--- config.mk ---
export PLATFORM = sky130hd
export DESIGN_NAME = axis_conv_sequencer_flat
export DESIGN_NICKNAME = d
export VERILOG_FILES = /design/src/rtl/axis_conv_sequencer_if.sv /design/src/rtl/axis_conv_sequencer.sv /design/src/flat_wrapper.sv
export SDC_FILE = /design/constraint.sdc
export NUM_CORES = 1
export LEC_CHECK = 0
export CAP_MARGIN = 10
export CORE_UTILIZATION = 50
export CTS_CLUSTER_DIAMETER = 150
export CTS_CLUSTER_SIZE = 12
export DETAILED_ROUTE_END_ITERATION = 8
export PLACE_DENSITY = 0.79
export SLEW_MARGIN = 20
export SYNTH_ARGS = -nofsm -noshare
export SYNTH_HDL_FRONTEND = slang
export SYNTH_SLANG_ARGS = --single-unit
--- constraint.sdc ---
create_clock -name aclk -period 2.41 [get_ports aclk]
set_clock_uncertainty 0.1 [all_clocks]
set_input_delay 0.482 -clock aclk [delete_from_list [all_inputs] [get_ports aclk]]
set_output_delay 0.482 -clock aclk [all_outputs]
set_load 0.02 [all_outputs]
--- src/rtl/axis_conv_sequencer_if.sv ---
// Descriptor handshake plus conv control stream of axis_conv_sequencer.
// master = sequencer side, slave = descriptor source / beat consumer side.
interface axis_conv_sequencer_if #(
    parameter int BITS_KERNEL_H       = 2,
    parameter int BITS_KERNEL_W       = 2,
    parameter int BITS_CIN            = 10,
    parameter int BITS_COLS           = 9,
    parameter int BITS_BLOCKS         = 5,
    parameter int TUSER_WIDTH_CONV_IN = 9 + BITS_KERNEL_W
);
    // Both channels transfer on a rising edge with valid && ready; the source
    // keeps valid and payload stable until that edge, ready may change freely.
    logic                           s_cfg_valid;
    logic                           s_cfg_ready;
    logic [BITS_KERNEL_H-1:0]       s_cfg_kernel_h_1;
    logic [BITS_KERNEL_W-1:0]       s_cfg_kernel_w_1;
    logic [BITS_CIN-1:0]            s_cfg_cin_1;
    logic [BITS_COLS-1:0]           s_cfg_cols_1;
    logic [BITS_BLOCKS-1:0]         s_cfg_blocks_1;
    logic                           s_cfg_is_max;
    logic                           s_cfg_is_lrelu;
    logic                           m_axis_tvalid;
    logic                           m_axis_tready;
    logic                           m_axis_tlast;
    logic [TUSER_WIDTH_CONV_IN-1:0] m_axis_tuser;

    modport master (
        input  s_cfg_valid, s_cfg_kernel_h_1, s_cfg_kernel_w_1, s_cfg_cin_1,
               s_cfg_cols_1, s_cfg_blocks_1, s_cfg_is_max, s_cfg_is_lrelu,
               m_axis_tready,
        output s_cfg_ready, m_axis_tvalid, m_axis_tlast, m_axis_tuser
    );

    modport slave (
        output s_cfg_valid, s_cfg_kernel_h_1, s_cfg_kernel_w_1, s_cfg_cin_1,
               s_cfg_cols_1, s_cfg_blocks_1, s_cfg_is_max, s_cfg_is_lrelu,
               m_axis_tready,
        input  s_cfg_ready, m_axis_tvalid, m_axis_tlast, m_axis_tuser
    );
endinterface

--- src/rtl/axis_conv_sequencer.sv ---
// Layer scheduler for the conv input pipe: one control beat per conv step over blocks x cin x cols.
// Optional back-pressure counter enabled by defining CONV_SEQ_STALL_COUNT_EN.
module axis_conv_sequencer #(
    parameter int KERNEL_H_MAX        = 3,
    parameter int KERNEL_W_MAX        = 3,
    parameter int IM_CIN_MAX          = 1024,
    parameter int IM_COLS_MAX         = 384,
    parameter int IM_BLOCKS_MAX       = 32,
    parameter int BEATS_CONFIG_3X3_1  = 20,
    parameter int BEATS_CONFIG_1X1_1  = 12,
    parameter int BITS_KERNEL_H       = $clog2(KERNEL_H_MAX),
    parameter int BITS_KERNEL_W       = $clog2(KERNEL_W_MAX),
    parameter int BITS_CIN            = $clog2(IM_CIN_MAX),
    parameter int BITS_COLS           = $clog2(IM_COLS_MAX),
    parameter int BITS_BLOCKS         = $clog2(IM_BLOCKS_MAX),
    parameter int TUSER_WIDTH_CONV_IN = 9 + BITS_KERNEL_W
) (
    input  logic                        aclk,
    input  logic                        aresetn,
    axis_conv_sequencer_if.master       bus,
    output logic                        done,
    output logic [31:0]                 stall_count,
    output logic [1:0]                  dbg_state
);
    localparam int CFG_MAX  = (BEATS_CONFIG_3X3_1 > BEATS_CONFIG_1X1_1) ?
                              BEATS_CONFIG_3X3_1 : BEATS_CONFIG_1X1_1;
    localparam int BITS_CFG = $clog2(CFG_MAX + 1);
    localparam logic [BITS_CFG-1:0] CFG_LIM_3X3 = BITS_CFG'(BEATS_CONFIG_3X3_1);
    localparam logic [BITS_CFG-1:0] CFG_LIM_1X1 = BITS_CFG'(BEATS_CONFIG_1X1_1);

    typedef enum logic [1:0] {S_IDLE, S_CONFIG, S_RUN, S_DONE} state_e;

    state_e                         state_q;
    logic [BITS_KERNEL_H-1:0]       kh_q;
    logic [BITS_KERNEL_W-1:0]       kw_q;
    logic [BITS_CIN-1:0]            cin_1_q, cin_q;
    logic [BITS_COLS-1:0]           cols_1_q, col_q;
    logic [BITS_BLOCKS-1:0]         blocks_1_q, blk_q;
    logic                           is_max_q, is_lrelu_q;
    logic [BITS_CFG-1:0]            cfg_lim_q, cfg_cnt_q;
    logic                           ready_q, tvalid_q, tlast_q, done_q;
    logic [TUSER_WIDTH_CONV_IN-1:0] tuser_q;

    logic                           beat_fire, accept;
    logic [BITS_COLS-1:0]           col_d;
    logic [BITS_CIN-1:0]            cin_d;
    logic [BITS_BLOCKS-1:0]         blk_d;

    assign beat_fire = tvalid_q && bus.m_axis_tready;
    assign accept    = (state_q == S_IDLE) && ready_q && bus.s_cfg_valid;
    assign col_d     = col_q + BITS_COLS'(1);
    assign cin_d     = cin_q + BITS_CIN'(1);
    assign blk_d     = blk_q + BITS_BLOCKS'(1);

    // Column flag compares against cols_1 - kw/2 in one extra signed bit so
    // narrow images with a wide kernel never raise it.
    function automatic logic [TUSER_WIDTH_CONV_IN-1:0] conv_word(
        input logic                     is_cfg,
        input logic                     is_max,
        input logic                     is_lrelu,
        input logic [BITS_KERNEL_H-1:0] kh,
        input logic [BITS_KERNEL_W-1:0] kw,
        input logic [BITS_COLS-1:0]     cols_1,
        input logic [BITS_COLS-1:0]     col,
        input logic                     acc_last,
        input logic                     top,
        input logic                     bottom
    );
        logic signed [BITS_COLS:0]      k2_pos;
        logic [TUSER_WIDTH_CONV_IN-1:0] w;
        k2_pos = $signed({1'b0, cols_1}) -
                 $signed({{(BITS_COLS + 1 - BITS_KERNEL_W){1'b0}}, kw >> 1});
        w                   = '0;
        w[0]                = !is_max;
        w[1]                = is_max;
        w[2]                = is_lrelu;
        w[3]                = top;
        w[4]                = bottom;
        w[5]                = (kh == '0);
        w[6]                = !is_cfg && !k2_pos[BITS_COLS] && (k2_pos[BITS_COLS-1:0] == col);
        w[7]                = is_cfg;
        w[8]                = !is_cfg && acc_last;
        w[9 +: BITS_KERNEL_W] = kw;
        return w;
    endfunction

    always_ff @(posedge aclk or negedge aresetn) begin
        if (!aresetn) begin
            state_q    <= S_IDLE;
            kh_q       <= '0;
            kw_q       <= '0;
            cin_1_q    <= '0;
            cols_1_q   <= '0;
            blocks_1_q <= '0;
            is_max_q   <= 1'b0;
            is_lrelu_q <= 1'b0;
            cfg_lim_q  <= '0;
            cfg_cnt_q  <= '0;
            col_q      <= '0;
            cin_q      <= '0;
            blk_q      <= '0;
            ready_q    <= 1'b0;
            tvalid_q   <= 1'b0;
            tlast_q    <= 1'b0;
            tuser_q    <= '0;
            done_q     <= 1'b0;
        end else begin
            case (state_q)
                S_IDLE: begin
                    ready_q <= 1'b1;
                    if (accept) begin
                        kh_q       <= bus.s_cfg_kernel_h_1;
                        kw_q       <= bus.s_cfg_kernel_w_1;
                        cin_1_q    <= bus.s_cfg_cin_1;
                        cols_1_q   <= bus.s_cfg_cols_1;
                        blocks_1_q <= bus.s_cfg_blocks_1;
                        is_max_q   <= bus.s_cfg_is_max;
                        is_lrelu_q <= bus.s_cfg_is_lrelu;
                        cfg_lim_q  <= (bus.s_cfg_kernel_h_1 == '0) ? CFG_LIM_1X1 : CFG_LIM_3X3;
                        cfg_cnt_q  <= '0;
                        col_q      <= '0;
                        cin_q      <= '0;
                        blk_q      <= '0;
                        ready_q    <= 1'b0;
                        tvalid_q   <= 1'b1;
                        tlast_q    <= 1'b0;
                        tuser_q    <= conv_word(1'b1, bus.s_cfg_is_max, bus.s_cfg_is_lrelu,
                                                bus.s_cfg_kernel_h_1, bus.s_cfg_kernel_w_1,
                                                bus.s_cfg_cols_1, '0, 1'b0, 1'b1,
                                                bus.s_cfg_blocks_1 == '0);
                        state_q    <= S_CONFIG;
                    end
                end
                S_CONFIG: begin
                    if (beat_fire) begin
                        if (cfg_cnt_q == cfg_lim_q) begin
                            cfg_cnt_q <= '0;
                            col_q     <= '0;
                            cin_q     <= '0;
                            tlast_q   <= (cols_1_q == '0) && (cin_1_q == '0);
                            tuser_q   <= conv_word(1'b0, is_max_q, is_lrelu_q, kh_q, kw_q,
                                                   cols_1_q, '0, cin_1_q == '0,
                                                   blk_q == '0, blk_q == blocks_1_q);
                            state_q   <= S_RUN;
                        end else begin
                            cfg_cnt_q <= cfg_cnt_q + BITS_CFG'(1);
                        end
                    end
                end
                S_RUN: begin
                    if (beat_fire) begin
                        if (col_q != cols_1_q) begin
                            col_q   <= col_d;
                            tlast_q <= (col_d == cols_1_q) && (cin_q == cin_1_q);
                            tuser_q <= conv_word(1'b0, is_max_q, is_lrelu_q, kh_q, kw_q,
                                                 cols_1_q, col_d, cin_q == cin_1_q,
                                                 blk_q == '0, blk_q == blocks_1_q);
                        end else if (cin_q != cin_1_q) begin
                            col_q   <= '0;
                            cin_q   <= cin_d;
                            tlast_q <= (cols_1_q == '0) && (cin_d == cin_1_q);
                            tuser_q <= conv_word(1'b0, is_max_q, is_lrelu_q, kh_q, kw_q,
                                                 cols_1_q, '0, cin_d == cin_1_q,
                                                 blk_q == '0, blk_q == blocks_1_q);
                        end else if (blk_q != blocks_1_q) begin
                            col_q     <= '0;
                            cin_q     <= '0;
                            blk_q     <= blk_d;
                            cfg_cnt_q <= '0;
                            tlast_q   <= 1'b0;
                            tuser_q   <= conv_word(1'b1, is_max_q, is_lrelu_q, kh_q, kw_q,
                                                   cols_1_q, '0, 1'b0, 1'b0,
                                                   blk_d == blocks_1_q);
                            state_q   <= S_CONFIG;
                        end else begin
                            tvalid_q <= 1'b0;
                            tlast_q  <= 1'b0;
                            tuser_q  <= '0;
                            done_q   <= 1'b1;
                            state_q  <= S_DONE;
                        end
                    end
                end
                S_DONE: begin
                    done_q  <= 1'b0;
                    ready_q <= 1'b1;
                    state_q <= S_IDLE;
                end
                default: state_q <= S_IDLE;
            endcase
        end
    end

`ifdef CONV_SEQ_STALL_COUNT_EN
    logic [31:0] stall_q;

    // Holds after done so the layer's figure can be read until the next accept.
    always_ff @(posedge aclk or negedge aresetn) begin
        if (!aresetn) begin
            stall_q <= '0;
        end else if (accept) begin
            stall_q <= '0;
        end else if (tvalid_q && !bus.m_axis_tready && (stall_q != '1)) begin
            stall_q <= stall_q + 32'd1;
        end
    end

    assign stall_count = stall_q;
`else
    assign stall_count = '0;
`endif

    assign bus.s_cfg_ready   = ready_q;
    assign bus.m_axis_tvalid = tvalid_q;
    assign bus.m_axis_tlast  = tlast_q;
    assign bus.m_axis_tuser  = tuser_q;
    assign done              = done_q;
    assign dbg_state         = state_q;
endmodule

--- src/flat_wrapper.sv ---
// flat-port wrapper written by rule: the top's interface ports become plain ports
module axis_conv_sequencer_flat 
#(
    parameter int KERNEL_H_MAX        = 3,
    parameter int KERNEL_W_MAX        = 3,
    parameter int IM_CIN_MAX          = 1024,
    parameter int IM_COLS_MAX         = 384,
    parameter int IM_BLOCKS_MAX       = 32,
    parameter int BEATS_CONFIG_3X3_1  = 20,
    parameter int BEATS_CONFIG_1X1_1  = 12,
    parameter int BITS_KERNEL_H       = $clog2(KERNEL_H_MAX),
    parameter int BITS_KERNEL_W       = $clog2(KERNEL_W_MAX),
    parameter int BITS_CIN            = $clog2(IM_CIN_MAX),
    parameter int BITS_COLS           = $clog2(IM_COLS_MAX),
    parameter int BITS_BLOCKS         = $clog2(IM_BLOCKS_MAX),
    parameter int TUSER_WIDTH_CONV_IN = 9 + BITS_KERNEL_W
)
  (aclk, aresetn, done, stall_count, dbg_state, bus_s_cfg_valid, bus_s_cfg_kernel_h_1, bus_s_cfg_kernel_w_1, bus_s_cfg_cin_1, bus_s_cfg_cols_1, bus_s_cfg_blocks_1, bus_s_cfg_is_max, bus_s_cfg_is_lrelu, bus_m_axis_tready, bus_s_cfg_ready, bus_m_axis_tvalid, bus_m_axis_tlast, bus_m_axis_tuser);
  axis_conv_sequencer_if #(.BITS_KERNEL_H(BITS_KERNEL_H), .BITS_KERNEL_W(BITS_KERNEL_W), .BITS_CIN(BITS_CIN), .BITS_COLS(BITS_COLS), .BITS_BLOCKS(BITS_BLOCKS), .TUSER_WIDTH_CONV_IN(TUSER_WIDTH_CONV_IN)) bus_i ();
  input  logic aclk;
  input  logic aresetn;
  output logic done;
  output logic [31:0] stall_count;
  output logic [1:0] dbg_state;
  input wire logic [$bits(bus_i.s_cfg_valid)-1:0] bus_s_cfg_valid;
  input wire logic [$bits(bus_i.s_cfg_kernel_h_1)-1:0] bus_s_cfg_kernel_h_1;
  input wire logic [$bits(bus_i.s_cfg_kernel_w_1)-1:0] bus_s_cfg_kernel_w_1;
  input wire logic [$bits(bus_i.s_cfg_cin_1)-1:0] bus_s_cfg_cin_1;
  input wire logic [$bits(bus_i.s_cfg_cols_1)-1:0] bus_s_cfg_cols_1;
  input wire logic [$bits(bus_i.s_cfg_blocks_1)-1:0] bus_s_cfg_blocks_1;
  input wire logic [$bits(bus_i.s_cfg_is_max)-1:0] bus_s_cfg_is_max;
  input wire logic [$bits(bus_i.s_cfg_is_lrelu)-1:0] bus_s_cfg_is_lrelu;
  input wire logic [$bits(bus_i.m_axis_tready)-1:0] bus_m_axis_tready;
  output wire logic [$bits(bus_i.s_cfg_ready)-1:0] bus_s_cfg_ready;
  output wire logic [$bits(bus_i.m_axis_tvalid)-1:0] bus_m_axis_tvalid;
  output wire logic [$bits(bus_i.m_axis_tlast)-1:0] bus_m_axis_tlast;
  output wire logic [$bits(bus_i.m_axis_tuser)-1:0] bus_m_axis_tuser;
  assign bus_i.s_cfg_valid = bus_s_cfg_valid;
  assign bus_i.s_cfg_kernel_h_1 = bus_s_cfg_kernel_h_1;
  assign bus_i.s_cfg_kernel_w_1 = bus_s_cfg_kernel_w_1;
  assign bus_i.s_cfg_cin_1 = bus_s_cfg_cin_1;
  assign bus_i.s_cfg_cols_1 = bus_s_cfg_cols_1;
  assign bus_i.s_cfg_blocks_1 = bus_s_cfg_blocks_1;
  assign bus_i.s_cfg_is_max = bus_s_cfg_is_max;
  assign bus_i.s_cfg_is_lrelu = bus_s_cfg_is_lrelu;
  assign bus_i.m_axis_tready = bus_m_axis_tready;
  assign bus_s_cfg_ready = bus_i.s_cfg_ready;
  assign bus_m_axis_tvalid = bus_i.m_axis_tvalid;
  assign bus_m_axis_tlast = bus_i.m_axis_tlast;
  assign bus_m_axis_tuser = bus_i.m_axis_tuser;
  axis_conv_sequencer #(.KERNEL_H_MAX(KERNEL_H_MAX), .KERNEL_W_MAX(KERNEL_W_MAX), .IM_CIN_MAX(IM_CIN_MAX), .IM_COLS_MAX(IM_COLS_MAX), .IM_BLOCKS_MAX(IM_BLOCKS_MAX), .BEATS_CONFIG_3X3_1(BEATS_CONFIG_3X3_1), .BEATS_CONFIG_1X1_1(BEATS_CONFIG_1X1_1), .BITS_KERNEL_H(BITS_KERNEL_H), .BITS_KERNEL_W(BITS_KERNEL_W), .BITS_CIN(BITS_CIN), .BITS_COLS(BITS_COLS), .BITS_BLOCKS(BITS_BLOCKS), .TUSER_WIDTH_CONV_IN(TUSER_WIDTH_CONV_IN)) u_core (.aclk(aclk), .aresetn(aresetn), .bus(bus_i), .done(done), .stall_count(stall_count), .dbg_state(dbg_state));
endmodule
# Word-level counts from Yosys, hierarchy flattened
# Cells that the tools add are included.
word_totals:
  reg_bits: 81
  elab_cells: 144
classes:
  muxes: 66
  n_reduce_logical: 32
  add_sub_neg: 5
  n_eq_ne: 23
op_table:
  columns: ["cell", "n"]
  rows:
  - ["two-way mux 11 bit", 7]
  - ["two-way mux 10 bit", 7]
  - ["two-way mux 9 bit", 7]
  - ["two-way mux 5 bit", 12]
  - ["one-hot mux 11 bit (3 select lines)", 1]
  - ["one-hot mux 10 bit (3 select lines)", 1]
  - ["one-hot mux 9 bit (3 select lines)", 1]
  - ["AND reduction 6 bit", 4]
  - ["== test 10 bit", 2]
  - ["== test 9 bit", 2]
  - ["logical NOT 9 bit", 2]
  - ["two-way mux 1 bit", 16]
  - ["== test 5 bit", 3]
  - ["one-hot mux 5 bit (3 select lines)", 1]
  - ["two-way mux 2 bit", 7]
  - ["AND reduction 7 bit", 2]
  - ["adder 10 x 1 -> 10 bit, second input constant", 1]
  - ["adder 5 x 1 -> 5 bit, second input constant", 2]
  - ["logical NOT 10 bit", 1]
  - ["logical NOT 5 bit", 2]
  - ["!= test 10 bit", 1]
  - ["!= test 2 x 1 -> 1 bit, second input constant", 5]
  - ["one-hot mux 5 bit (2 select lines)", 1]
  - ["AND reduction 5 bit", 2]
  - ["18 further kinds", 36]

# Depth between registers and ports, before layout
# Gate-level depths: netlist of the first run.
logic_depth:
  word_depth: 7
  ltp_mapped: 10
  depth_no_buf: 9

# Worst setup path after synthesis of the first run
# OpenSTA, ideal clock, no wires.
synth_timing:
  path_kind: "register to register"
  start: "reg u_core.state_q[0], in the netlist u_core.dbg_state[0]"
  end: "reg u_core.tuser_q[0], in the netlist u_core.bus.m_axis_tuser[0]"
  path_buffers: 1
  setup_ns: 0.067
  required_ns: 2.243
  arrival_ns: 2.590
  slack_ns: -0.347
  path_stages_with_launch: 10
  cell_sequence: "dfrtp_1 > inv_1 > ha_1 > a21boi_0 > or4b_1 > nor2b_1 > buf_2 > nand2_1 > a41oi_1 > a221o_1"
synth_via:
  elab_chain_cells: 5
synth_rtl:
  columns: ["element", "line_no", "source"]
  rows:
  - ["from (decl)", "axis_conv_sequencer.sv:33", "state_e state_q;"]
  - ["from (signal assigned)", "axis_conv_sequencer.sv:89", "state_q <= S_IDLE;"]
  - ["from (signal assigned)", "axis_conv_sequencer.sv:131", "state_q <= S_CONFIG;"]
  - ["from (signal assigned)", "axis_conv_sequencer.sv:144", "state_q <= S_RUN;"]
  - ["logical NOT 2 bit", "axis_conv_sequencer.sv:50, axis_conv_sequencer.sv:108", null]
  - ["logical AND 1 bit (2 in a row)", "axis_conv_sequencer.sv:50", "assign accept = (state_q == S_IDLE) && ready_q && bus.s_cfg_valid;"]
  - ["!= test 2 x 1 -> 1 bit (no source line)", null, null]
  - ["AND reduction 5 bit (no source line)", null, null]
  - ["to (signal assigned)", "axis_conv_sequencer.sv:127", "tuser_q <= conv_word(1'b1, bus.s_cfg_is_max, bus.s_cfg_is_lrelu,"]
  - ["to (signal assigned)", "axis_conv_sequencer.sv:141", "tuser_q <= conv_word(1'b0, is_max_q, is_lrelu_q, kh_q, kw_q,"]
  - ["to (signal assigned)", "axis_conv_sequencer.sv:155", "tuser_q <= conv_word(1'b0, is_max_q, is_lrelu_q, kh_q, kw_q,"]
  - ["to (decl)", "axis_conv_sequencer.sv:42", "logic [TUSER_WIDTH_CONV_IN-1:0] tuser_q;"]
# Several ways; a longest one is shown, not always the timed one.
# A chain may end at the register's enable or synchronous reset.

# Worst setup path in the final report of the first run
layout_timing:
  start: "reg u_core.cin_q[8]"
  end: "reg u_core.blk_q[2]"
layout_via:
  elab_chain_cells: 3
layout_rtl:
  columns: ["element", "line_no", "source"]
  rows:
  - ["from (decl)", "axis_conv_sequencer.sv:36", "logic [BITS_CIN-1:0] cin_1_q, cin_q;"]
  - ["from (signal assigned)", "axis_conv_sequencer.sv:160", "cin_q <= cin_d;"]
  - ["!= test 10 bit", "axis_conv_sequencer.sv:158", "end else if (cin_q != cin_1_q) begin"]
  - ["!= test 2 bit (no source line)", null, null]
  - ["AND reduction 6 bit (no source line)", null, null]
  - ["to (signal assigned)", "axis_conv_sequencer.sv:168", "blk_q <= blk_d;"]
  - ["to (decl)", "axis_conv_sequencer.sv:38", "logic [BITS_BLOCKS-1:0] blocks_1_q, blk_q;"]
# No other way between the ends.

==> Flow_metrics.wiki, run 1 <==
{| class="wikitable"
! Metric !! Value
|-
| Number of placed instances, taps included || a little under 800
|-
| Number of max-slew violations in the final report || 0
|-
| Initial core utilization || about half
|-
| Violated checks || negative setup slack
|-
| Gate power share || under 10%
|-
| Overflow left after global routing || 0
|-
| Class of the worst hold path || flop to flop
|-
| Fill cell total of the finished layout || 711
|-
| Floorplan die height || 105 um
|-
| TritonCTS clock tree || yes
|-
| Fraction of synthesis flops using an asynchronous set or reset pin || between 90% and 100%
|-
| Nets || around 730
|-
| Layout Area Growth over Synthesis || 34.6%
|-
| Cell Int Power || 1.92 mW
|-
| Number of failing setup endpoints in the final timing report || 39
|-
| Antenna Cells || 0
|-
| Required time at the worst-slack endpoint || approximately 2.6 ns
|-
| Wire length of the first global-routing pass || between 20 and 30 mm
|-
| Number of clock sinks || 79
|-
| Share of cells above drive strength 1 || between 30% and 40%
|-
| Power Total || 2.55 mW
|-
| Area share of the leading cell type in the synthesized netlist || around 37%
|-
| Via count of the first global-routing pass || 5039
|-
| Port buffer count || 50
|-
| Period Utilization, post-route || 108%
|-
| Syn Inst Count || roughly 540
|-
| Antenna violations before repair || 0
|-
| CP Launch Type || flop
|-
| Number of max-cap violations || 0
|-
| Clock latency reported for the late side of the worst-skew pair || roughly 0.38 ns
|-
| Final Hold Viols || 0
|-
| Depth of the most critical reg-to-reg path || 7
|-
| Part of the power in the clock network || a little over two fifths
|-
| Final hold slack || roughly 0.41 ns
|-
| Clock Tree Root || clkbuf_8
|-
| Antenna-violating nets left || 0
|-
| Hold Crit Depth || 1
|-
| H-tree levels || 3
|-
| Biggest area contributors in the synthesized netlist || dfrtp_1 (37%), mux2_2 (6.5%), xnor2_1 (5.9%), buf_4 (4.6%), xor2_1 (3.8%)
|-
| Total clock buffers created by CTS || 9
|-
| Half-perimeter wire length of the detailed placement result || approximately 11 mm
|-
| PwrDens || ~360 mW/mm^2
|-
| Initial DRT Pass Iterations || 5
|-
| Horiz. Die Dim || 105 um
|-
| Clock slew at reported path FFs || roughly 0.09 ns
|-
| Status || finished with violations
|-
| Top-Level Pins || 83
|-
| Post-synthesis instance area || 0.00533 mm^2
|-
| Worst Slack Setup Final || -0.199 ns
|-
| Count of standard-cell rows || 37
|-
| Total non-filler cell area in the finished layout || roughly 0.0072 mm^2
|-
| Highest clock rate || between 300 and 400 MHz
|-
| Min Tclk post-route || between 2 and 3 ns
|-
| Total routing resource utilization after global routing || 29.3%
|-
| CP Data Arrival Time || between 2 and 3 ns
|-
| Count of distinct cell types in the synthesized netlist || 79
|-
| Average vias per placed instance || 6.01
|-
| Worst vdd rail ir drop || between 0.0002 and 0.0003 V
|-
| Total wire length after detailed routing || 16.1 mm
|-
| Share of power burned in registers || a little over 50%
|-
| Reg-to-reg slack, setup || -0.20 ns
|-
| Startpoint of the lowest-slack hold path || u_core.cfg_lim_q[2]
|-
| Final Instance Count excl. Fillers || roughly 820
|-
| Number of flops mapped to enable cells by yosys || 0
|-
| Pin count of the biggest net entering global routing || 38
|-
| Synthesized area divided by synthesized cell count || between 9 and 10 um^2
|-
| Commonest register cell after synthesis || dfrtp_1
|-
| Setup CP Type || flop to flop
|-
| Setup slack at placement || -0.491 ns
|-
| Capture endpoint of the worst hold path || u_core.cfg_lim_q[2]
|-
| Kind of capture point of the worst setup path || flop
|-
| Seq/Total Area, Yosys || 37.1%
|-
| Crit-path max FO || 5
|-
| Wire length per cell || just under 20 um
|-
| Flops & latches, synth || between 70 and 80
|-
| Placed Instance Area || between 0.006 and 0.007 mm^2
|-
| RR Endpoint || u_core.blk_q[2]
|-
| Number of vias in the routed layout || around 5000
|-
| Drc violations || 0
|-
| Core Box Area || about 0.010 mm^2
|-
| Last weighted congestion value of the routability-driven placer || 0.915
|-
| Yosys Warn Count || 0
|-
| Number of buffers on the longest clock path || 2
|-
| Most area-hungry cell type in the Yosys netlist || dfrtp_1
|-
| Switching power of the nets || roughly 630 uW
|-
| DIE AREA || between 0.01 and 0.015 mm^2
|-
| Switching power share of the total || between 20% and 30%
|-
| Setup repair after global routing missed its margin || true
|-
| Start of the worst register-to-register path || u_core.cin_q[8]
|-
| Initial drt markers || roughly 440
|-
| Leakage Power || 3.28 nW
|}
## area by class of cell
| class | instances | area (um^2) | share of cell area (%) |
|---|---|---|---|
| clock buffers | 11 | 151 | 2.11 |
| clock inverters | 5 | 62.6 | 0.872 |
| inverters | 17 | 63.8 | 0.889 |
| multi-input cells | 417 | 3340 | 46.6 |
| flip-flops and latches | 79 | 1980 | 27.7 |
| well taps | 136 | 170 | 2.37 |
| repair buffers | 158 | 1400 | 19.5 |
## Yosys cell counts, drive strengths merged (4+ instances only)
cell type / count
a21oi: 13
and3: 13
a21boi: 4
xor2: 23
nor3: 16
xnor2: 38
nand4: 9
mux2: 31
ha: 12
inv: 17
nor4b: 5
o21ai: 36
a22o: 5
o211ai: 4
nor2b: 6
clkbuf: 18
nor4: 8
nand2b: 9
buf: 42
nand2: 31
nor2: 21
nand3: 20
or3: 8
dfrtp: 79
a221o: 7
or4: 6
o31ai: 13
## cell families after synthesis
| family | after synthesis | synth area share [%] |
|---|---|---|
| fa+ha+maj | 12 | 2.82 |
| simple gates | 174 | 19.1 |
| xor+xnor | 62 | 10.9 |
| flops | 79 | 37.1 |
| compound gates | 106 | 14.8 |
| other cells | 1 | 0.0703 |
| buf+inv | 77 | 8.64 |
| mux | 31 | 6.55 |
## through the flow
step	util, %	setup TNS [ns]
finish	69.5	-3.55
global route	69.5	-5.59
CTS	67.2	-1.20
detailed placement	62.6	-11.66
global placement	62.6	-8.15
floorplan	-	0
## worst max path at each step
| stage | startpoint | end | slack (ns) | cells past startpoint |
|---|---|---|---|---|
| floorplan | u_core.col_q[0] | u_core.cin_q[9] | 0.002 | 8 |
| global placement | bus_m_axis_tready | u_core.col_q[2] | -0.35 | 8 |
| detailed placement | bus_m_axis_tready | u_core.col_q[3] | -0.49 | 8 |
| CTS | u_core.cin_1_q[1] | u_core.blk_q[2] | -0.10 | 7 |
| global route | u_core.cin_q[8] | u_core.cin_q[7] | -0.26 | 8 |
| finish | u_core.cin_q[8] | u_core.blk_q[2] | -0.20 | 7 |
## worst max-delay path: stages, from the launching register on
cell and delay [ns]:
dfrtp_1 0.42, xor2_2 0.21, or4b_4 0.57, or3_4 0.41, buf_6 0.15, nor3_4 0.20, o21ai_4 0.10, a221o_1 0.34
## registers in the layout (all words and copies together), names as in the netlist, 3 cells and up
register / flops
u_core.cfg_lim_q: 3
u_core.blocks_1_q: 5
u_core.blk_q: 5
u_core.cin_q: 10
u_core.bus.m_axis_tuser: 11
u_core.cin_1_q: 10
u_core.cfg_cnt_q: 5
u_core.cols_1_q: 9
u_core.col_q: 9
## routing by layer
layer / up-vias / wire [um] / track usage [%]
met5: - / 0 / 0
met4: 0 / 554 / 13.5
met3: 65 / 1180 / 6.06
met2: 280 / 8250 / 50.7
met1: 2419 / 6150 / 34.9
li1: 2181 / - / -
## cells in the final DEF (no fill, tap or decap), types with 15 or more instances in the layout
cell and count:
buf_4 91, dfrtp_1 73, clkdlybuf4s50_1 49, xnor2_1 36, conb_1 32, mux2_2 31, nand2_1 25, xor2_1 22
nor2_1 20, nand3_1 19, o21ai_2 16, inv_1 15
## power groups by stage
stage | clock network [mW] | registers (mW) | logic (mW)
2_1_floorplan | 0 | 1.35 | 0.0840
3_3_place_gp | 0 | 1.35 | 0.132
3_5_place_dp | 0 | 1.35 | 0.135
4_1_cts | 1.09 | 1.32 | 0.137
5_1_grt | 1.14 | 1.32 | 0.148
6_report | 1.09 | 1.32 | 0.135
## timing repair
action | 4_1_cts | 5_1_grt
gates resized for setup | 62 | 51
setup buffers | 13 | 4
hold buffers | 1 | 0
hold endpoints to repair | 17 | 0
endpoints found under the setup margin | 40 | 44
pin swaps | 21 | 27
Power figures use the tool's default switching activity.
==> run 2: changes to the inputs <==
--- a/config.mk
+++ b/config.mk
@@ -6,6 +6,7 @@
 export NUM_CORES = 1
 export LEC_CHECK = 0
 export CAP_MARGIN = 10
+export CORE_ASPECT_RATIO = 1.75
 export CORE_UTILIZATION = 50
 export CTS_CLUSTER_DIAMETER = 150
 export CTS_CLUSTER_SIZE = 12
==> run 2 against run 1 <==
  * The flow still finishes with violations (negative setup slack)
  * Routed wire length grew 2.6%
  * Worst hold slack got worse by 0.40 ns
  * Utilization increased by 1.8 points
  * Clock power grew 25%
  * Design area up 2.4%
  * Power rose by 11%
  * Largest cell class unchanged
  * Largest power group is now clock
==> Flow_metrics.wiki, run 2 (synthesis results as in run 1) <==
{| class="wikitable"
! Metric !! Value
|-
| Top-Level Pins || 83 (unchanged)
|-
| Initial drt markers || 345 (-21%)
|-
| Violated checks || negative setup slack
|-
| Worst Slack Setup Final || -0.228 ns (-0.0293 ns)
|-
| Wire length per cell || 19.8 um (+0.97%)
|-
| Drc violations || 0 (unchanged)
|-
| Horiz. Die Dim || 80.1 um (-24%)
|-
| Clock slew at reported path FFs || 0.07 ns (-0.02 ns)
|-
| Status || finished with violations
|-
| CP Launch Type || flop
|-
| Overflow left after global routing || 0 (unchanged)
|-
| Critical path's largest stage delay || 0.54 ns (-0.03 ns)
|-
| Last weighted congestion value of the routability-driven placer || 0.937 (+2.4%)
|-
| Floorplan die height || 139 um (+32%)
|-
| Final Instance Count excl. Fillers || 836 (+1.6%)
|-
| Port buffer count || 50 (unchanged)
|-
| Number of clock sinks || 79 (unchanged)
|-
| Number of buffers on the longest clock path || 2 (unchanged)
|-
| Count of standard-cell rows || 49 (+32%)
|-
| Flip-flop count of the largest register after layout || 11 (unchanged)
|-
| Period Utilization, post-route || 109% (+1.2 points)
|-
| Antenna Cells || 0 (unchanged)
|-
| Average vias per placed instance || 5.97 (-0.64%)
|-
| Highest clock rate || 379 MHz (-1.1%)
|-
| Via count of the first global-routing pass || 4897 (-2.8%)
|-
| Initial DRT Pass Iterations || 5 (unchanged)
|-
| Required time at the worst-slack endpoint || 2.54 ns (-0.04 ns)
|-
| PwrDens || 384 mW/mm^2 (+8.1%)
|-
| Cell with the biggest individual delay on the critical path || or4b_4
|-
| H-tree levels || 3 (unchanged)
|-
| Leading cell type in the layout, fill and taps excluded || buf_4
|-
| Number of failing setup endpoints in the final timing report || 40 (+2.6%)
|-
| Core Box Area || 0.0103 mm^2 (-0.23%)
|-
| Setup slack at placement || -0.448 ns (+0.0429 ns)
|-
| Min Tclk post-route || 2.64 ns (+0.0293 ns)
|-
| Initial core utilization || 51.8% (+0.12 points)
|-
| Fill cell total of the finished layout || 755 (+6.2%)
|-
| Number of hold buffers added after cts || 0 (-1)
|-
| Number of max-slew violations in the final report || 0 (unchanged)
|-
| Placed Instance Area || 0.00662 mm^2 (+2.3%)
|-
| Pin count of the biggest net entering global routing || 43 (+13%)
|-
| Worst vdd rail ir drop || 0.000451 V (+67%)
|-
| Total routing resource utilization after global routing || 28.8% (-0.46 points)
|-
| Final Hold Viols || 0 (unchanged)
|-
| Wire length of the first global-routing pass || 24.0 mm (-4.8%)
|-
| Number of buffers and inverters on the critical path || 0 (-1)
|-
| CP Data Arrival Time || 2.77 ns (about the same)
|-
| Worst slew margin || between 60% and 70%
|-
| Share of cells above drive strength 1 || 35.5% (-0.85 points)
|-
| Leading cell types in the layout, fill and taps excluded || buf_4 (118), dfrtp_1 (75), clkdlybuf4s50_1 (49)
|-
| Setup CP Type || flop to flop
|-
| Antenna violations before repair || 0 (unchanged)
|-
| Crit-path max FO || 5 (unchanged)
|-
| DIE AREA || 0.0111 mm^2 (+0.14%)
|-
| TritonCTS clock tree || yes
|-
| Half-perimeter wire length of the detailed placement result || 11.6 mm (+4.9%)
|-
| Number of vias in the routed layout || 4991 (+0.93%)
|-
| Clock Tree Root || clkbuf_16
|-
| Least-Margin Pin Slew || ~0.53 ns
|-
| Total non-filler cell area in the finished layout || 0.00734 mm^2 (+2.4%)
|-
| Leakage Power || 3.42 nW (+4.3%)
|-
| Ordered cell list for the critical path || xor2_1 > or4b_4 > or3_4 > nor3_4 > o21ai_4 > a221o_1
|-
| Number of placed instances, taps included || 801 (+1.4%)
|-
| Total clock buffers created by CTS || 9 (unchanged)
|-
| Number of max-cap violations || 0 (unchanged)
|-
| Kind of capture point of the worst setup path || flop
|-
| Final hold slack || 0.0133 ns (-0.396 ns)
|-
| Layout Area Growth over Synthesis || 37.8%
|-
| Finished Core Util || 71.3% (+1.8 points)
|-
| Class of the worst hold path || primary input to async pin
|-
| Nets || 750 (+3.0%)
|-
| Worst path top cell family by delay || simple AND/OR/NAND/NOR gates
|-
| Total wire length after detailed routing || 16.5 mm (+2.6%)
|-
| Antenna-violating nets left || 0 (unchanged)
|-
| Clock latency reported for the late side of the worst-skew pair || 0.36 ns (-0.02 ns)
|-
| Setup repair after global routing missed its margin || true
|}
[run 2: per-stage QoR]
| step | power (mW) | setup TNS [ns] |
|---|---|---|
| detailed placement | 1.48 | -11.39 |
| finish | 2.82 | -4.25 |
| global route | 2.90 | -6.86 |
| global placement | 1.48 | -8.32 |
| CTS | 2.82 | -1.94 |
| floorplan | 1.43 | 0 |
[run 2: path summary, 6_finish.rpt]
check	startpoint	to	slack, ns	cells past startpoint
worst max-delay path	u_core.cin_1_q[1]	u_core.blk_q[2]	-0.23	6
worst min-delay path	aresetn	u_core.blocks_1_q[0]	0.01	1
worst max register to register	u_core.cin_1_q[1]	u_core.blk_q[2]	-0.23	6
worst min register to register	u_core.cfg_lim_q[2]	u_core.cfg_lim_q[2]	0.41	1
max in group asynchronous	aresetn	u_core.cin_1_q[4]	1.57	2
min in group aclk	u_core.cfg_lim_q[2]	u_core.cfg_lim_q[2]	0.41	1
[run 2: area by class of cell]
type                       count  area [um^2]  share of cell area, %
timing repair buffer         180         1550                   21.1
sequential                    79         1980                   27.0
inverter                      17         63.8                  0.869
tap                          127          159                   2.16
clock buffer                   9          225                   3.07
clock inverter                 7         71.3                  0.971
multi-input combinational    417         3290                   44.8
[run 2: repair_timing]
action	in CTS	in global routing
cloned	1	0
pin swaps	17	13
endpoints found under the setup margin	42	44
resized for setup	46	39
setup buffers	8	13
[run 2: layer usage]
metal / global-route usage (%) / wire (um)
met3: 4.61 / 731
met5: 0 / 0
met1: 28.2 / 5520
met2: 52.6 / 9000
met4: 20.9 / 1300
[run 2: report_power, final]
part / switching (mW) / internal, mW / total (mW)
combinational: 0.0815 / 0.0501 / 0.132
sequential: 0 / 1.33 / 1.33
clock: 0.633 / 0.732 / 1.36
[run 2: worst register-to-register path: cells and delay by family (launching register included)]
kind / cells / cell delay [ns]
AOI/OAI and AO/OA: 2 / 0.51
xor gates and xnor gates: 1 / 0.18
and+or+nand+nor: 3 / 1.31
DFF: 1 / 0.42
==> run 3: changes to the inputs <==
--- a/config.mk
+++ b/config.mk
@@ -11,6 +11,7 @@
 export CTS_CLUSTER_DIAMETER = 150
 export CTS_CLUSTER_SIZE = 12
 export DETAILED_ROUTE_END_ITERATION = 8
+export HOLD_SLACK_MARGIN = 0.08
 export PLACE_DENSITY = 0.79
 export SLEW_MARGIN = 20
 export SYNTH_ARGS = -nofsm -noshare
==> run 3 against run 2 <==
  * The flow still finishes with violations (negative setup slack)
  * Sequential cell count did not move
  * Design area up 0.14%
  * Sequential power is essentially flat
  * Cell count increased by 0.12%
  * Routed wire length decreased by 0.16%
  * Highest routed layer unchanged
==> Flow_metrics.wiki, run 3 (synthesis results as in run 1) <==
{| class="wikitable"
! Metric !! Value
|-
| Via count of the first global-routing pass || 4897 (unchanged)
|-
| Clock Tree Root || clkbuf_16
|-
| Clock latency reported for the late side of the worst-skew pair || 0.35 ns (about the same)
|-
| Required time at the worst-slack endpoint || 2.60 ns (+0.06 ns)
|-
| Initial drt markers || 387 (+12%)
|-
| Pin count of the biggest net entering global routing || 43 (unchanged)
|-
| Number of max-cap violations || 0 (unchanged)
|-
| Antenna Cells || 0 (unchanged)
|-
| PwrDens || 382 mW/mm^2 (-0.63%)
|-
| Number of buffers on the longest clock path || 2 (unchanged)
|-
| Drc violations || 0 (unchanged)
|-
| Leakage Power || 3.43 nW (+0.12%)
|-
| Horiz. Die Dim || 80.1 um (unchanged)
|-
| Worst slew margin || 64.1% (+0.087 points)
|-
| Reg-to-reg slack, setup || -0.23 ns (about the same)
|-
| Setup slack at placement || -0.448 ns (unchanged)
|-
| Class of the worst hold path || flop to flop
|-
| CP startpoint || bus_m_axis_tready
|-
| Depth of the most critical reg-to-reg path || 6 (unchanged)
|-
| Crit-path max FO || 4 (-1)
|-
| Power Total || 2.81 mW (-0.49%)
|-
| TritonCTS clock tree || yes
|-
| Period Utilization, post-route || 110% (about the same)
|-
| Total non-filler cell area in the finished layout || 0.00735 mm^2 (+0.14%)
|-
| Number of failing setup endpoints in the final timing report || 41 (+2.5%)
|-
| RR Endpoint || u_core.blk_q[2]
|-
| Kind of capture point of the worst setup path || flop
|-
| Met1 global-route usage || 28.2% (unchanged)
|-
| Antenna violations before repair || 0 (unchanged)
|-
| Least-Margin Pin Slew || 0.538 ns (+0.00363 ns)
|-
| Final Hold Viols || 0 (unchanged)
|-
| Top-Level Pins || 83 (unchanged)
|-
| Wire length of the first global-routing pass || 24.0 mm (unchanged)
|-
| Destination of the critical timing path || u_core.bus.m_axis_tuser[6]
|-
| Total clock buffers created by CTS || 9 (unchanged)
|-
| Worst vdd rail ir drop || 0.000416 V (-7.7%)
|-
| Number of vias in the routed layout || 4998 (+0.14%)
|-
| Share of cells above drive strength 1 || 35.5% (-0.050 points)
|-
| Last weighted congestion value of the routability-driven placer || 0.937 (unchanged)
|-
| Total negative setup slack || -3.99 ns (+0.263 ns)
|-
| Setup repair after global routing missed its margin || true
|-
| Overflow left after global routing || 0 (unchanged)
|-
| Met3 Usage GRT || 4.61% (unchanged)
|-
| Port buffer count || 50 (unchanged)
|-
| Placed Instance Area || 0.00662 mm^2 (unchanged)
|-
| Leading cell type in the layout, fill and taps excluded || buf_4
|-
| Total wire length after detailed routing || 16.5 mm (-0.16%)
|-
| Clock slew at reported path FFs || 0.07 ns (about the same)
|-
| Wire length per cell || 19.7 um (-0.28%)
|-
| Total routing resource utilization after global routing || 28.8% (unchanged)
|-
| Layer with the highest usage after global routing || met2
|-
| H-tree levels || 3 (unchanged)
|-
| CP Launch Type || primary input
|-
| Half-perimeter wire length of the detailed placement result || 11.6 mm (unchanged)
|-
| Worst Slack Setup Final || -0.231 ns (-0.00250 ns)
|-
| Setup CP Type || primary input to flop
|-
| Count of standard-cell rows || 49 (unchanged)
|-
| Highest clock rate || 379 MHz (about the same)
|-
| Layout Area Growth over Synthesis || 37.9%
|-
| Met2 routing resource usage after global routing || 52.6% (unchanged)
|-
| Start of the worst register-to-register path || u_core.cin_1_q[1]
|-
| Initial DRT Pass Iterations || 7 (+2)
|-
| DIE AREA || 0.0111 mm^2 (unchanged)
|-
| Antenna-violating nets left || 0 (unchanged)
|-
| CP Data Arrival Time || 2.83 ns (+0.06 ns)
|-
| Flip-flop count of the largest register after layout || 11 (unchanged)
|-
| Nets || 751 (+0.13%)
|-
| Floorplan die height || 139 um (unchanged)
|-
| Leading cell types in the layout, fill and taps excluded || buf_4 (118), dfrtp_1 (75), clkdlybuf4s50_1 (49)
|-
| Initial core utilization || 51.8% (unchanged)
|-
| Min Tclk post-route || 2.64 ns (+0.00250 ns)
|-
| Number of max-slew violations in the final report || 0 (unchanged)
|-
| Average vias per placed instance || 5.97 (about the same)
|-
| Number of clock sinks || 79 (unchanged)
|-
| Violated checks || negative setup slack
|-
| Status || finished with violations
|-
| Core Box Area || 0.0103 mm^2 (unchanged)
|}
-- run 3: metal layers --
metal | vias to the layer above | share of wire [%]
met1 | 2416 | 34
met5 | - | 0
met3 | 85 | 4.7
met4 | 0 | 7.3
met2 | 269 | 54
li1 | 2228 | -
-- run 3: what timing repair did --
item / in CTS / in global routing
resized for setup: 46 / 39
hold buffers: 1 / 0
cloned: 1 / 0
endpoints found under the setup margin: 42 / 44
setup buffers: 8 / 13
hold endpoints to repair: 37 / 0
pin swaps: 17 / 13
-- run 3: power breakdown --
| group | switching, mW | leakage (nW) | internal, mW | total (mW) |
|---|---|---|---|---|
| combinational | 0.0817 | 2.20 | 0.0512 | 0.133 |
| clock | 0.618 | 0.147 | 0.732 | 1.35 |
| sequential | 0 | 1.08 | 1.33 | 1.33 |
| total | 0.699 | 3.43 | 2.11 | 2.81 |
-- run 3: worst min-delay path by stage --
stage / startpoint / depth (start not counted) / end / slack (ns)
after CTS: u_core.kw_q[0] / 1 / u_core.bus.m_axis_tuser[9] / 0.40
after detailed placement: aresetn / 1 / u_core.blocks_1_q[0] / 0.39
after global routing: u_core.kw_q[0] / 1 / u_core.bus.m_axis_tuser[9] / 0.42
final: u_core.cfg_lim_q[2] / 1 / u_core.cfg_lim_q[2] / 0.41
after floorplan: aresetn / 0 / u_core.blk_q[0] / 0.09
after global placement: u_core.done / 1 / u_core.done / 0.38
-- run 3: cell type report --
class / instances / area, um^2
timing repair buffer: 181 / 1560
clock inverter: 7 / 71.3
fill: 749 / 2950
tap: 127 / 159
multi-input combinational: 417 / 3290
clock buffer: 9 / 225
sequential: 79 / 1980
inverter: 17 / 63.8
-- run 3: worst max-delay path: stages --
cell and delay [ns]:
clkdlybuf4s50_1 0.54, a21boi_0 0.14, or4b_4 0.62, nor4b_2 0.41, nand4_1 0.14, nor4b_1 0.32
a211o_1 0.18
-- run 3: metrics by stage --
step / util (%) / std cells / hold slack [ns]
final: 71.4 / 837 / 0.406
after global routing: 71.4 / 837 / 0.419
after CTS: 68.8 / 826 / 0.402
after detailed placement: 64.2 / 801 / 0.389
after global placement: 64.2 / 801 / 0.384
after floorplan: - / 573 / 0.0864
